--- src/rtl/motion_pkg.sv ---
// rtl/motion_pkg.sv - shared state, leg and width definitions for the motion sequencer
package motion_pkg;

  localparam int DUTY_W = 3;

  localparam logic OUT = 1'b1;
  localparam logic RET = 1'b0;

  typedef enum logic [2:0] {
    IDLE,
    RAMP_UP,
    RUN,
    RAMP_DOWN,
    DEAD,
    FAULT
  } state_t;

  // States in which the motor is powered.
  function automatic logic is_moving(input state_t s);
    return (s == RAMP_UP) || (s == RUN) || (s == RAMP_DOWN);
  endfunction

endpackage

--- src/rtl/in_sync.sv ---
// rtl/in_sync.sv - parameterised-width two-flop synchronizer, async active-low reset
module in_sync #(
  parameter int W = 1
) (
  input  logic         clk,
  input  logic         rst_n,
  input  logic [W-1:0] d,
  output logic [W-1:0] q
);

  logic [W-1:0] meta;

  always_ff @(posedge clk or negedge rst_n) begin
    if (!rst_n) begin
      meta <= '0;
      q    <= '0;
    end else begin
      meta <= d;
      q    <= meta;
    end
  end

endmodule

--- src/rtl/motion_seq.sv ---
// rtl/motion_seq.sv - shuttle motion sequencer: soft-start legs, dead time, limit/timeout faults
module motion_seq
  import motion_pkg::*;
#(
  parameter int RAMP_STEP_CYC = 50000,
  parameter int DEAD_CYC      = 500000,
  parameter int TIMEOUT_CYC   = 250000000,
  parameter int DUTY_MAX      = 7
) (
  input  logic              sclk,
  input  logic              s_rst_n,
  input  logic              start,
  input  logic              catcher,
  input  logic              jockey_r,
  input  logic              jockey_l,
  output logic              enable,
  output logic              direct,
  output logic [DUTY_W-1:0] duty,
  output logic              busy,
  output logic              fault
);

  localparam int SW = (RAMP_STEP_CYC > 1) ? $clog2(RAMP_STEP_CYC) : 1;
  localparam int DW = (DEAD_CYC > 1) ? $clog2(DEAD_CYC) : 1;
  localparam int LW = (TIMEOUT_CYC > 1) ? $clog2(TIMEOUT_CYC) : 1;

  localparam logic [SW-1:0]     STEP_LAST = SW'(RAMP_STEP_CYC - 1);
  localparam logic [DW-1:0]     DEAD_LAST = DW'(DEAD_CYC - 1);
  localparam logic [LW-1:0]     LEG_LAST  = LW'(TIMEOUT_CYC - 1);
  localparam logic [SW-1:0]     STEP_ONE  = SW'(1);
  localparam logic [DW-1:0]     DEAD_ONE  = DW'(1);
  localparam logic [LW-1:0]     LEG_ONE   = LW'(1);
  localparam logic [DUTY_W-1:0] DUTY_TOP  = DUTY_W'(DUTY_MAX);
  localparam logic [DUTY_W-1:0] DUTY_ONE  = DUTY_W'(1);

  logic [2:0] sync_q;
  logic       cat_s, jr_s, jl_s;

  in_sync #(.W(3)) u_in_sync (
    .clk   (sclk),
    .rst_n (s_rst_n),
    .d     ({catcher, jockey_r, jockey_l}),
    .q     (sync_q)
  );

  assign cat_s = sync_q[2];
  assign jr_s  = sync_q[1];
  assign jl_s  = sync_q[0];

  state_t            state, state_n;
  logic              leg, leg_n;
  logic              abort_q, abort_n;
  logic [DUTY_W-1:0] duty_n;
  logic              direct_n;
  logic [SW-1:0]     step_cnt, step_n;
  logic [DW-1:0]     dead_cnt, dead_n;
  logic [LW-1:0]     leg_cnt, leg_cnt_n;

  logic both_lim, act_lim, step_done, dead_done, leg_done;

  assign both_lim  = jr_s & jl_s;
  assign act_lim   = (leg == OUT) ? jr_s : jl_s;
  assign step_done = (step_cnt == STEP_LAST);
  assign dead_done = (dead_cnt == DEAD_LAST);
  assign leg_done  = (leg_cnt == LEG_LAST);

  always_comb begin
    state_n  = state;
    leg_n    = leg;
    abort_n  = abort_q;
    duty_n   = duty;
    direct_n = direct;

    case (state)
      IDLE: begin
        if (start) begin
          if (both_lim) begin
            state_n = FAULT;
          end else begin
            // Already parked at the right end: go straight to the return leg.
            state_n  = RAMP_UP;
            duty_n   = DUTY_ONE;
            leg_n    = jr_s ? RET : OUT;
            direct_n = jr_s ? RET : OUT;
          end
        end
      end

      RAMP_UP, RUN, RAMP_DOWN: begin
        if (start) abort_n = 1'b1;
        if (both_lim || leg_done) begin
          state_n = FAULT;
          duty_n  = '0;
        end else if (act_lim) begin
          state_n = DEAD;
          duty_n  = '0;
        end else if ((state != RAMP_DOWN) && (start || ((leg == OUT) && cat_s))) begin
          state_n = RAMP_DOWN;
        end else if (step_done && (state == RAMP_UP)) begin
          duty_n = duty + DUTY_ONE;
          if (duty_n == DUTY_TOP) state_n = RUN;
        end else if (step_done && (state == RAMP_DOWN)) begin
          if (duty == DUTY_ONE) begin
            state_n = DEAD;
            duty_n  = '0;
          end else begin
            duty_n = duty - DUTY_ONE;
          end
        end
      end

      DEAD: begin
        if (both_lim) begin
          state_n = FAULT;
        end else if (dead_done) begin
          if (!abort_q && (leg == OUT)) begin
            state_n  = RAMP_UP;
            leg_n    = RET;
            direct_n = RET;
            duty_n   = DUTY_ONE;
          end else begin
            state_n = IDLE;
            abort_n = 1'b0;
            leg_n   = OUT;
          end
        end
      end

      FAULT: begin
        duty_n = '0;
        if (start && !jr_s && !jl_s) begin
          state_n = IDLE;
          abort_n = 1'b0;
          leg_n   = OUT;
        end
      end

      default: begin
        state_n = IDLE;
        duty_n  = '0;
      end
    endcase

    // Ramp timing restarts whenever duty or state moves so every step is a full period.
    if ((state_n != state) || (duty_n != duty) ||
        !((state_n == RAMP_UP) || (state_n == RAMP_DOWN))) begin
      step_n = '0;
    end else begin
      step_n = step_cnt + STEP_ONE;
    end

    dead_n = ((state == DEAD) && (state_n == DEAD)) ? (dead_cnt + DEAD_ONE) : '0;

    if ((state_n == RAMP_UP) && (state != RAMP_UP)) begin
      leg_cnt_n = '0;
    end else if (is_moving(state_n)) begin
      leg_cnt_n = leg_cnt + LEG_ONE;
    end else begin
      leg_cnt_n = leg_cnt;
    end
  end

  always_ff @(posedge sclk or negedge s_rst_n) begin
    if (!s_rst_n) begin
      state    <= IDLE;
      leg      <= OUT;
      abort_q  <= 1'b0;
      step_cnt <= '0;
      dead_cnt <= '0;
      leg_cnt  <= '0;
      enable   <= 1'b0;
      direct   <= 1'b0;
      duty     <= '0;
      busy     <= 1'b0;
      fault    <= 1'b0;
    end else begin
      state    <= state_n;
      leg      <= leg_n;
      abort_q  <= abort_n;
      step_cnt <= step_n;
      dead_cnt <= dead_n;
      leg_cnt  <= leg_cnt_n;
      enable   <= is_moving(state_n);
      direct   <= direct_n;
      duty     <= duty_n;
      busy     <= (state_n != IDLE) && (state_n != FAULT);
      fault    <= (state_n == FAULT);
    end
  end

endmodule

--- config.mk ---
export PLATFORM = sky130hd
export DESIGN_NAME = motion_seq
export DESIGN_NICKNAME = d
export VERILOG_FILES = /design/src/rtl/motion_pkg.sv /design/src/rtl/in_sync.sv /design/src/rtl/motion_seq.sv
export SDC_FILE = /design/constraint.sdc
export NUM_CORES = 1
export LEC_CHECK = 0
export CAP_MARGIN = 20
export CORE_UTILIZATION = 40
export CTS_CLUSTER_DIAMETER = 120
export CTS_CLUSTER_SIZE = 40
export DETAILED_ROUTE_END_ITERATION = 6
export GPL_TIMING_DRIVEN = 1
export PLACE_DENSITY_LB_ADDON = 0.08
export SYNTH_ARGS = -nofsm -noshare
export SYNTH_HDL_FRONTEND = slang
export SYNTH_SLANG_ARGS = --single-unit
--- constraint.sdc ---
create_clock -name sclk -period 2.4 [get_ports sclk]
set_clock_uncertainty 0.15 [all_clocks]
set_input_delay 0.72 -clock sclk [delete_from_list [all_inputs] [get_ports sclk]]
set_output_delay 0.72 -clock sclk [all_outputs]
set_load 0.02 [all_outputs]
Yosys cells after proc, flatten, opt, wreduce, memory -nomap -nowiden
Cells that the tools add are included.

Register bits: 81. Input port bits: 6. Word-level logic and storage cells: 127.

$add $sub $neg: 5. Equal/unequal tests: 28. Mux-type cells: 49. Bitwise logic cells: 1. Reductions and logical operators: 31.

Operator list (count): $mux 3 (23); $mux 28 (2); $add 28x1->28 const B (1); $eq 28x28->1 const B (1); $add 19x1->19 const B (1); $eq 19x19->1 const B (1); $mux 19 (1); $reduce_and 6->1 (3); $mux 1 (17); $add 16x1->16 const B (1); $eq 16x16->1 const B (1); $mux 16 (1); $ne 2x2->1 const B (8); $eq 3x3->1 const B (5); $eq 3x2->1 const B (4); $pmux 3 s4 (1); $logic_and 1x1->1 (10); $eq 3x1->1 const B (3); $pmux 3 s3 (1); $reduce_bool 3->1 (3); $logic_or 1x1->1 (7); $ne 3x3->1 (2); $pmux 1 s3 (2); $logic_not 1->1 (4); 10 further kinds (11).

Logic depth before layout (Yosys ltp)
Gate-level depths: netlist of run 1.

Word-level depth: 13. Depth in mapped cells: 11. Mapped depth without buffers: 9.

Modules after synthesis
Synthesis of run 1 repeated with hierarchy kept, for this count alone.

Cells, all modules: 456. Area, all modules: 4334.2 µm².

By module, submodules not included: motion_seq (times used 1, cells an instance 450, area each 4184.0 µm²); in_sync (times used 1, cells an instance 6, area each 150.1 µm²).

Worst setup path before layout of run 1
OpenSTA, ideal clock, no wires.

Kind: register -> register. Start point: register duty[0]. End point: register leg_cnt[18]. Library setup time: 78 ps. Arrival: 2510 ps. Required time: 2172 ps. Path slack: -338 ps. Stages on the path, launching flop included: 10. Buffers on the path: 1. Path through: dfrtp_1 -> ha_1 -> xor2_1 -> nand3_1 -> or3_1 -> a31oi_4 -> nor4_4 -> clkbuf_2 -> or4_1 -> a21oi_1.

Word-level cells in the longest chain between the ends: 12.

RTL lines: from (decl) (line motion_seq.sv:18) `output logic [DUTY_W-1:0] duty,`; from (signal assigned) (line motion_seq.sv:185) `duty <= duty_n;`; $add 3x1->3 / $eq 3x1->1 (equally long branches) (line motion_seq.sv:100, motion_seq.sv:103); $eq 3x3->1 / $mux 3 (equally long branches) (line motion_seq.sv:101, motion_seq.sv:103); $mux 3 (on tied branches) (line motion_seq.sv:101, motion_seq.sv:102); $mux 3 (*) (line motion_seq.sv:99) `end else if (step_done && (state == RAMP_UP)) begin`; $mux 3 (*) (line motion_seq.sv:97) `end else if ((state != RAMP_DOWN) && (start || ((leg == OUT) && cat_s))) begin`; $mux 3 (*) (line motion_seq.sv:94) `end else if (act_lim) begin`; $mux 3 (*) (line motion_seq.sv:91) `if (both_lim || leg_done) begin`; $pmux 3 s4 (*) (line motion_seq.sv:74) `case (state)`; net state_n[1] (line motion_seq.sv:50) `state_t state, state_n;`; $eq 3x1->1 / $eq 3x2->1 (equally long branches) (line motion_pkg.sv:20, motion_seq.sv:154); $logic_or 1x1->1 (2 in series) (line motion_pkg.sv:20) `return (s == RAMP_UP) || (s == RUN) || (s == RAMP_DOWN);`; $reduce_bool 2->1 (no line); to (signal assigned) (line motion_seq.sv:182) `leg_cnt <= leg_cnt_n;`; to (decl) (line motion_seq.sv:57) `logic [LW-1:0] leg_cnt, leg_cnt_n;`.

Mark *: on every way through the listed nets, which the timed path passes. The rest lies on a longest branch. A chain may end at the register's enable or synchronous reset.

Final worst setup path of run 1
Start point: register leg_cnt[8]. End point: register leg_cnt[25].

Word-level cells in the longest chain between the ends: 8.

RTL lines: $eq 28x28->1 (line motion_seq.sv:65) `assign leg_done = (leg_cnt == LEG_LAST);`; $logic_or 1x1->1 (line motion_seq.sv:91); $mux 3 (line motion_seq.sv:91); $pmux 3 s4 (line motion_seq.sv:74); $eq 3x1->1 / $eq 3x2->1 (equally long branches) (line motion_pkg.sv:20, motion_seq.sv:154); $logic_or 1x1->1 (2 in series) (line motion_pkg.sv:20); $reduce_bool 2->1 (no line).

Parallel ways exist; a longest one is shown, timed or not. The select of a mux whose other input is x is not followed.

==> results of run 1 <==
-- repair_timing --
| item | CTS | global route |
|---|---|---|
| pin swaps | 10 | 38 |
| hold endpoints to repair | 0 | 0 |
| gates resized for setup | 34 | 106 |
| cloned | 3 | 2 |
| endpoints found under the setup margin | 68 | 68 |
| setup buffers | 7 | 12 |
-- layer usage --
layer | up-vias | GRT usage, %
met2 | 30 | 36.4
met5 | - | 0
met4 | 0 | 6.37
met1 | 2067 | 28.3
met3 | 12 | 4.82
li1 | 2057 | -
-- path summary, 6_finish.rpt --
check                             startpoint              to  slack [ns]  depth (start not counted)
max in group asynchronous            s_rst_n     step_cnt[8]        1.29                          2
hold / removal                       s_rst_n     leg_cnt[10]        0.19                          1
min in group sclk          u_in_sync.meta[2]  u_in_sync.q[2]        0.20                          0
setup reg to reg                  leg_cnt[8]     leg_cnt[25]       -0.32                         10
setup / recovery                  leg_cnt[8]     leg_cnt[25]       -0.32                         10
hold reg to reg            u_in_sync.meta[2]  u_in_sync.q[2]        0.20                          0
-- synthesized netlist by cell type (2+ instances only) --
| cell | count | share of area, % |
|---|---|---|
| nand4b_1 | 2 | 0.39 |
| xor2_1 | 15 | 2.9 |
| o31ai_1 | 28 | 4.7 |
| nor4bb_1 | 2 | 0.44 |
| buf_1 | 3 | 0.25 |
| nor3_1 | 5 | 0.55 |
| nor2b_1 | 6 | 0.83 |
| mux2i_1 | 3 | 0.67 |
| o22ai_1 | 2 | 0.28 |
| a21oi_1 | 30 | 3.3 |
| a22oi_1 | 3 | 0.50 |
| nand3_1 | 27 | 3.0 |
| o22a_1 | 2 | 0.39 |
| or4_1 | 24 | 4.0 |
| o211ai_1 | 2 | 0.33 |
| or3_1 | 6 | 0.83 |
| and2_1 | 6 | 0.83 |
| buf_2 | 8 | 0.89 |
| inv_1 | 13 | 1.1 |
| nand4_1 | 10 | 1.4 |
| and3_1 | 19 | 2.6 |
| o21ai_0 | 13 | 1.4 |
| clkbuf_1 | 9 | 0.75 |
| buf_6 | 2 | 0.50 |
| and3b_1 | 2 | 0.39 |
| xnor2_1 | 18 | 3.5 |
| nand2b_1 | 3 | 0.42 |
| nand2_1 | 32 | 2.7 |
| mux2_2 | 2 | 0.50 |
| nor4b_1 | 5 | 0.97 |
| or2_2 | 6 | 0.83 |
| dfrtp_1 | 80 | 44 |
| and4bb_2 | 2 | 0.55 |
| nor2_1 | 58 | 4.8 |
| ha_1 | 7 | 1.9 |
-- cell type report --
type | count | area share, %
Multi-Input combinational cell | 361 | 42.7
Sequential cell | 81 | 29.5
Timing Repair Buffer | 163 | 20.3
Clock buffer | 11 | 3.52
Tap cell | 140 | 2.54
Inverter | 13 | 0.889
Clock inverter | 3 | 0.617
-- power by group --
part	leakage (nW)	internal, mW	switching [mW]
clock network	0.137	0.821	0.548
logic	1.62	1.37	1.55
registers	1.09	1.51	0.0846
total	2.85	3.70	2.18
-- critical path: stages, from the launching register on --
cell	delay [ns]
dfrtp_1	0.41
nor4bb_4	0.32
nand4_1	0.16
buf_6	0.16
nor4_4	0.20
buf_4	0.16
o2bb2ai_4	0.13
nor4_4	0.09
buf_12	0.17
or4_4	0.52
a21oi_2	0.15
-- cells by family after synthesis --
family | Yosys count
compound gates | 94
xor+xnor | 33
fa+ha+maj | 7
buf+inv | 36
flops | 81
mux | 5
simple gates | 222
-- state kept, by name, indices dropped and copies added, names as in the netlist --
signal,cells
leg_cnt,28
dead_cnt,19
step_cnt,16
duty,3
state,3
u_in_sync.meta,3
u_in_sync.q,3
abort_q,1
busy,1
direct,1
enable,1
fault,1
leg,1
==> flow_summary.json, run 1 <==
{
  "dp_slack_ns": -0.739,
  "port_buffers": 12,
  "holdBufCountCts": 0,
  "syn_area_per_cell_sq_um": 9.45,
  "top_layer_used": "met4",
  "slew_violations": 0,
  "hold_path_class": "primary input to asynchronous set/reset pin",
  "grt_max_degree": 38,
  "seq_area_sq_um": 2030,
  "syn-num-nets": 491,
  "area_delta_synth_final_pct": 52.7,
  "core_sq_um": 10900,
  "cts_buffer_depth": 2,
  "track_usage_pct": 21.8,
  "p_total_mw": 5.88,
  "diodes": 0,
  "path_clk_slew_ns": 0.06,
  "synthMuxAreaShare_pct": 1.16,
  "layout_commonest_cell": "buf_4",
  "cts_buffers": 9,
  "vias_per_cell": 5.40,
  "drtPass1Iterations": 4,
  "finalNetCount": 642,
  "avgRoutedWirePerCell_microns": 15.6,
  "cts_tree": "done",
  "grt_overflow_total": 0,
  "syn_inst": 478,
  "async_flop_share_pct": 100,
  "dp_hpwl_mm": 7.63,
  "final_cell_mix": "137 x buf_4, 78 x dfrtp_1, 40 x nor2_1",
  "io_pins": 13,
  "cap_violations": 0,
  "synth-seq-cells": 81,
  "synth_xor_area_share_pct": 6.40,
  "synth_fa_ha_area_share_pct": 1.94,
  "wl_met3_microns": 264,
  "p_leak_nw": 2.85,
  "yosys.area_share.simple_pct": 27.2,
  "wl_met1_mm": 5.45,
  "multi_input_area_sq_um": 2950,
  "violations": "setup timing",
  "antenna_found_initial": 0,
  "fin_util_pct": 63.1,
  "fin_crit_sh_pct": 113,
  "drc": 0,
  "synth_flop_cell": "dfrtp_1",
  "start_util_pct": 41.3,
  "drive_above_1_share_pct": 44.6,
  "ys_warn_count": 0,
  "cp_max_fo": 26,
  "finalHoldViolations": 0,
  "required_ns": 2.52,
  "fmax_mhz": 367,
  "finalSetupTns_ns": -15.39,
  "ant_nets": 0,
  "synth_edf_count": 0,
  "die_area_sq_um": 11700,
  "critPathArrivalTime_ns": 2.84,
  "rsz0062_at_grt": "yes",
  "setup_viol": 66,
  "critPathKind": "flop to flop",
  "synthesis.area_sq_um": 4520,
  "finalNonFillerCells": 772,
  "place_area_sq_um": 5790,
  "filler_cell_count": 916,
  "cts_max_level": 3,
  "synth_top_family_by_area": "simple AND/OR/NAND/NOR gates",
  "vias": 4166,
  "power_density_nw_per_um2": 853,
  "grt_pass1_vias": 4209,
  "die_w_microns": 108,
  "status": "finished with violations",
  "cts_sinks": 81,
  "tightest_slew_ns": 0.575,
  "cts.root.buffer_cell": "clkbuf_16",
  "end_kind": "flop",
  "synth_compound_area_share_pct": 14.8,
  "ys_types": 58,
  "globalplace.congestion": 0.821,
  "irDropWorstVdd_v": 0.000589,
  "wl_met2_mm": 6.14,
  "dp_cells": 736,
  "final_cell_area_sq_um": 6900,
  "grt_pass1_wl_mm": 20.0,
  "drtIter0Drc": 124,
  "clk_latency_ns": 0.34,
  "totalWireLength_mm": 12.0,
  "holdWs_ns": 0.193,
  "max_slew_margin_pct": 61.5,
  "synth_seq_area_share_pct": 44.9,
  "die_h_microns": 108,
  "rows": 38,
  "worst_slack_ns": -0.323,
  "fin_crit_ns": 2.72,
  "startpoint_type": "flop"
}
Note: power is estimated with default switching activity, not from simulation.
==> inputs of run 2 (changes only) <==
SKIP_LAST_GASP = 1   (was unset)
==> run 2 against run 1 <==
The run still ends with setup timing left. Final cell count decreased by 0.52%. First-iteration DRC count up 2.4%. Non-clock buffer count down 4. Flip-flop and latch count stayed put. Sequential power about the same. Power fell by 0.70%. Clock power is essentially flat. Critical path depth is the same. Core utilization is 1.6 points lower. Die area is the same. Critical path type unchanged. Critical endpoint is now leg_cnt[19]. Largest power group unchanged. Highest routed layer unchanged.
==> flow_summary.json, run 2 (synthesis results as in run 1) <==
{
  "largestRegisters": "leg_cnt: 28 flops, dead_cnt: 19 flops, step_cnt: 16 flops",
  "final_cell_mix": "131 x buf_4, 78 x dfrtp_1, 53 x nor2_1",
  "ant_nets": 0,
  "critPathSlowestCell": "dfstp_2",
  "start_util_pct": 41.3,
  "holdWs_ns": 0.194,
  "regMostFlops": "leg_cnt",
  "fin_crit_sh_pct": 116,
  "rows": 38,
  "cts_buffers": 9,
  "track_usage_pct": 21.7,
  "path_clk_slew_ns": 0.06,
  "die_area_sq_um": 11700,
  "fin_util_pct": 61.4,
  "hold_path_class": "primary input to asynchronous set/reset pin",
  "slew_violations": 0,
  "cts_max_level": 3,
  "dp_hpwl_mm": 7.63,
  "slowest_delay_ns": 0.54,
  "required_ns": 2.53,
  "reg2reg_from": "leg",
  "finalNetCount": 638,
  "cts_tree": "done",
  "vias_per_cell": 5.36,
  "setup_viol": 67,
  "worst_slack_ns": -0.386,
  "die_w_microns": 108,
  "tightest_slew_ns": 0.556,
  "violations": "setup timing",
  "holdBufCountCts": 0,
  "totalWireLength_mm": 11.8,
  "diodes": 0,
  "dp_slack_ns": -0.739,
  "critPathKind": "flop to flop",
  "p_total_mw": 5.84,
  "power_density_nw_per_um2": 869,
  "p_leak_nw": 2.81,
  "cts.root.buffer_cell": "clkbuf_16",
  "drtPass1Iterations": 6,
  "crit_path_start": "leg",
  "dp_cells": 736,
  "end_kind": "flop",
  "finalNonFillerCells": 768,
  "drive_above_1_share_pct": 40.4,
  "area_delta_synth_final_pct": 48.8,
  "finalHoldViolations": 0,
  "drtIter0Drc": 127,
  "cp_max_fo": 7,
  "layout_commonest_cell": "buf_4",
  "largest_reg_flops": 28,
  "cts_sinks": 81,
  "io_pins": 13,
  "status": "finished with violations",
  "avgRoutedWirePerCell_microns": 15.3,
  "antenna_found_initial": 0,
  "path_cells": "mux2_4, nor3_4, o41ai_4, buf_4, a31oi_4, nor4_4, clkbuf_16, clkbuf_16, or4_4, a21oi_2",
  "grt_pass1_vias": 4209,
  "grt_overflow_total": 0,
  "die_h_microns": 108,
  "cap_violations": 0,
  "clk_latency_ns": 0.35,
  "max_slew_margin_pct": 62.8,
  "fmax_mhz": 359,
  "cts_buffer_depth": 2,
  "drc": 0,
  "core_sq_um": 10900,
  "irDropWorstVdd_v": 0.000480,
  "rsz0062_at_grt": "yes",
  "globalplace.congestion": 0.821,
  "grt_pass1_wl_mm": 19.9,
  "startpoint_type": "flop",
  "vias": 4115,
  "critPathArrivalTime_ns": 2.91,
  "fin_crit_ns": 2.79,
  "port_buffers": 12,
  "grt_max_degree": 38,
  "crit_top_cell": "clkbuf_16"
}
-- run 2: worst max-delay path, delay by kind of cell, from the launching register on --
family          cells  cell delay [ns]
compound gates      3             0.42
simple gates        3             0.77
mux                 1             0.33
flops               1             0.54
buf+inv             3             0.49
-- run 2: worst paths after layout --
check	to	depth (start not counted)	slack [ns]
setup / recovery	leg_cnt[19]	10	-0.39
hold / removal	leg_cnt[10]	1	0.19
setup reg to reg	leg_cnt[19]	10	-0.39
hold reg to reg	u_in_sync.q[2]	0	0.20
max in group asynchronous	step_cnt[8]	2	1.29
min in group sclk	u_in_sync.q[2]	0	0.20
-- run 2: metal layers --
metal	vias up	part of all wire, %	global-route usage (%)
met5	-	0	0
met4	0	1.4	6.37
met3	15	2.6	4.76
met2	33	50	36.7
met1	2018	46	27.9
li1	2049	-	-
-- run 2: timing repair --
action / CTS / global route
gates cloned: 3 / 3
buffers inserted: 7 / 6
setup endpoints to repair: 68 / 68
gates resized for setup: 26 / 71
hold endpoints to repair: 0 / 0
pin swaps: 10 / 26
-- run 2: final cells by class --
cell class	count	area (sq um)
multi-input combinational	361	2780
clock inverter	3	42.5
clock buffer	11	243
sequential	81	2030
timing repair buffer	159	1400
tap	140	175
inverter	13	53.8
fill	936	4220
-- run 2: per-stage QoR --
step	setup TNS (ns)	cell area [sq um]
2_1_floorplan	-2.98	4610
3_3_place_gp	-40.66	5790
3_5_place_dp	-43.60	5790
4_1_cts	-17.66	6330
5_1_grt	-24.47	6720
6_report	-17.34	6720
-- run 2: where the power goes --
group          internal [mW]  switching (mW)  total (mW)  leakage (nW)
Combinational           1.43            1.45        2.88          1.58
Clock                  0.821           0.546        1.37         0.137
Sequential              1.51          0.0857        1.59          1.09
==> inputs of run 3 (changes only) <==
RECOVER_POWER = 50   (was unset)
REMOVE_ABC_BUFFERS = 1   (was unset)
==> run 3 against run 2 <==
The flow still finishes with violations (setup timing). Critical path depth grew 2. Flip-flop and latch count is the same. Global-route usage shrank 0.24 points. Final area shrank 0.28%. First-iteration DRC count grew 94%. Clock-buffer cell count is the same. Wire length grew 5.4%. Highest routed layer unchanged. Core utilization shrank 0.17 points.
==> flow_summary.json, run 3 (synthesis results as in run 1) <==
{
  "grt_pass1_vias": 4079,
  "path_cells": "buf_4, buf_4, ha_2, buf_4, a31oi_1, o31ai_2, a21oi_2, nor4_4, buf_6, buf_12, or4_1, a21oi_2",
  "startpoint_type": "flop",
  "track_usage_pct": 21.5,
  "fin_util_pct": 61.3,
  "place_area_sq_um": 5730,
  "end_kind": "flop",
  "clk_latency_ns": 0.34,
  "dp_hpwl_mm": 7.63,
  "layout_commonest_cell": "buf_4",
  "regMostFlops": "leg_cnt",
  "drive_above_1_share_pct": 38.6,
  "multi_input_area_sq_um": 2680,
  "die_w_microns": 108,
  "reg2reg_from": "duty[1]",
  "final_cell_area_sq_um": 6700,
  "cap_violations": 0,
  "globalplace.congestion": 0.874,
  "totalWireLength_mm": 12.4,
  "cts_buffers": 9,
  "antenna_found_initial": 0,
  "vias": 4238,
  "die_h_microns": 108,
  "rr_endpoint": "leg_cnt[21]",
  "drtPass1Iterations": 4,
  "largest_reg_flops": 28,
  "largestRegisters": "leg_cnt: 28 flops, dead_cnt: 19 flops, step_cnt: 16 flops",
  "grt_overflow_total": 0,
  "fmax_mhz": 361,
  "holdWs_ns": 0.202,
  "cp_max_fo": 12,
  "p_leak_nw": 2.86,
  "irDropWorstVdd_v": 0.000482,
  "drc": 0,
  "avgRoutedWirePerCell_microns": 16.0,
  "required_ns": 2.53,
  "drtIter0Drc": 247,
  "ant_nets": 0,
  "cts_tree": "done",
  "critPathSlowestCell": "or4_1",
  "dp_cells": 736,
  "cts.root.buffer_cell": "clkbuf_16",
  "cts_buffer_depth": 2,
  "port_buffers": 12,
  "critPathKind": "flop to flop",
  "slowest_delay_ns": 0.53,
  "r2r_cells": 12,
  "critPathArrivalTime_ns": 2.90,
  "path_clk_slew_ns": 0.06,
  "core_sq_um": 10900,
  "status": "finished with violations",
  "setup_viol": 67,
  "holdBufCountCts": 0,
  "grt_pass1_wl_mm": 19.5,
  "area_delta_synth_final_pct": 48.4,
  "worst_slack_ns": -0.372,
  "cts_max_level": 3,
  "p_total_mw": 5.88,
  "hold_path_class": "flop to flop",
  "fin_crit_ns": 2.77,
  "seq_area_sq_um": 2030,
  "finalSetupTns_ns": -16.77,
  "endpoint": "leg_cnt[21]",
  "rows": 38,
  "power_density_nw_per_um2": 878,
  "grt_max_degree": 48,
  "violations": "setup timing",
  "fin_crit_sh_pct": 115,
  "crit_path_start": "duty[1]",
  "vias_per_cell": 5.45,
  "start_util_pct": 41.3,
  "tightest_slew_ns": 0.874,
  "rrSetupSlack_ns": -0.37,
  "io_pins": 13,
  "crit_top_cell": "buf_4",
  "finalNonFillerCells": 778,
  "filler_cell_count": 945,
  "die_area_sq_um": 11700,
  "diodes": 0,
  "finalHoldViolations": 0,
  "dp_slack_ns": -0.862,
  "slew_violations": 0,
  "cts_sinks": 81,
  "final_cell_mix": "132 x buf_4, 80 x dfrtp_1, 44 x nor2_1",
  "max_slew_margin_pct": 41.7,
  "rsz0062_at_grt": "yes",
  "finalNetCount": 646
}
[run 3: worst max-delay path: cells and delay by family (launching register included)]
kind	cells	cell delay (ns)
buf+inv	5	0.69
fa+ha+maj	1	0.17
flops	1	0.38
compound gates	4	0.70
simple gates	2	0.61
[run 3: worst min path at each step]
stage	from	to	slack, ns	depth (start not counted)
after floorplan	u_in_sync.meta[0]	u_in_sync.q[0]	0.18	0
after global placement	u_in_sync.meta[2]	u_in_sync.q[2]	0.19	0
after detailed placement	u_in_sync.meta[1]	u_in_sync.q[1]	0.19	0
after CTS	s_rst_n	leg_cnt[9]	0.18	1
after global routing	u_in_sync.meta[1]	u_in_sync.q[1]	0.22	0
final	u_in_sync.meta[1]	u_in_sync.q[1]	0.20	0
[run 3: layout make-up]
class | count | share of cell area (%)
clock buffer | 11 | 3.62
clock inverter | 5 | 1.18
inverter | 13 | 0.728
multi-input combinational | 361 | 40.0
sequential | 81 | 30.3
tap | 140 | 2.61
timing repair buffer | 167 | 21.6
[run 3: metal layers]
metal | up-vias | track usage (%) | share of wire [%]
li1 | 2064 | - | -
met1 | 2071 | 30.0 | 48
met2 | 82 | 33.4 | 47
met3 | 21 | 2.83 | 3.5
met4 | 0 | 9.17 | 2.0
met5 | - | 0 | 0
[run 3: power by group]
group          total, mW  leakage [nW]  internal [mW]  switching (mW)
sequential          1.58          1.10           1.50          0.0790
combinational       2.80          1.61           1.34            1.45
clock               1.50         0.159          0.938           0.562
[run 3: what timing repair did]
item,CTS,global route
cloned,2,5
setup buffers,13,7
pin swaps,39,17
setup endpoints to repair,68,70
resized for setup,57,35
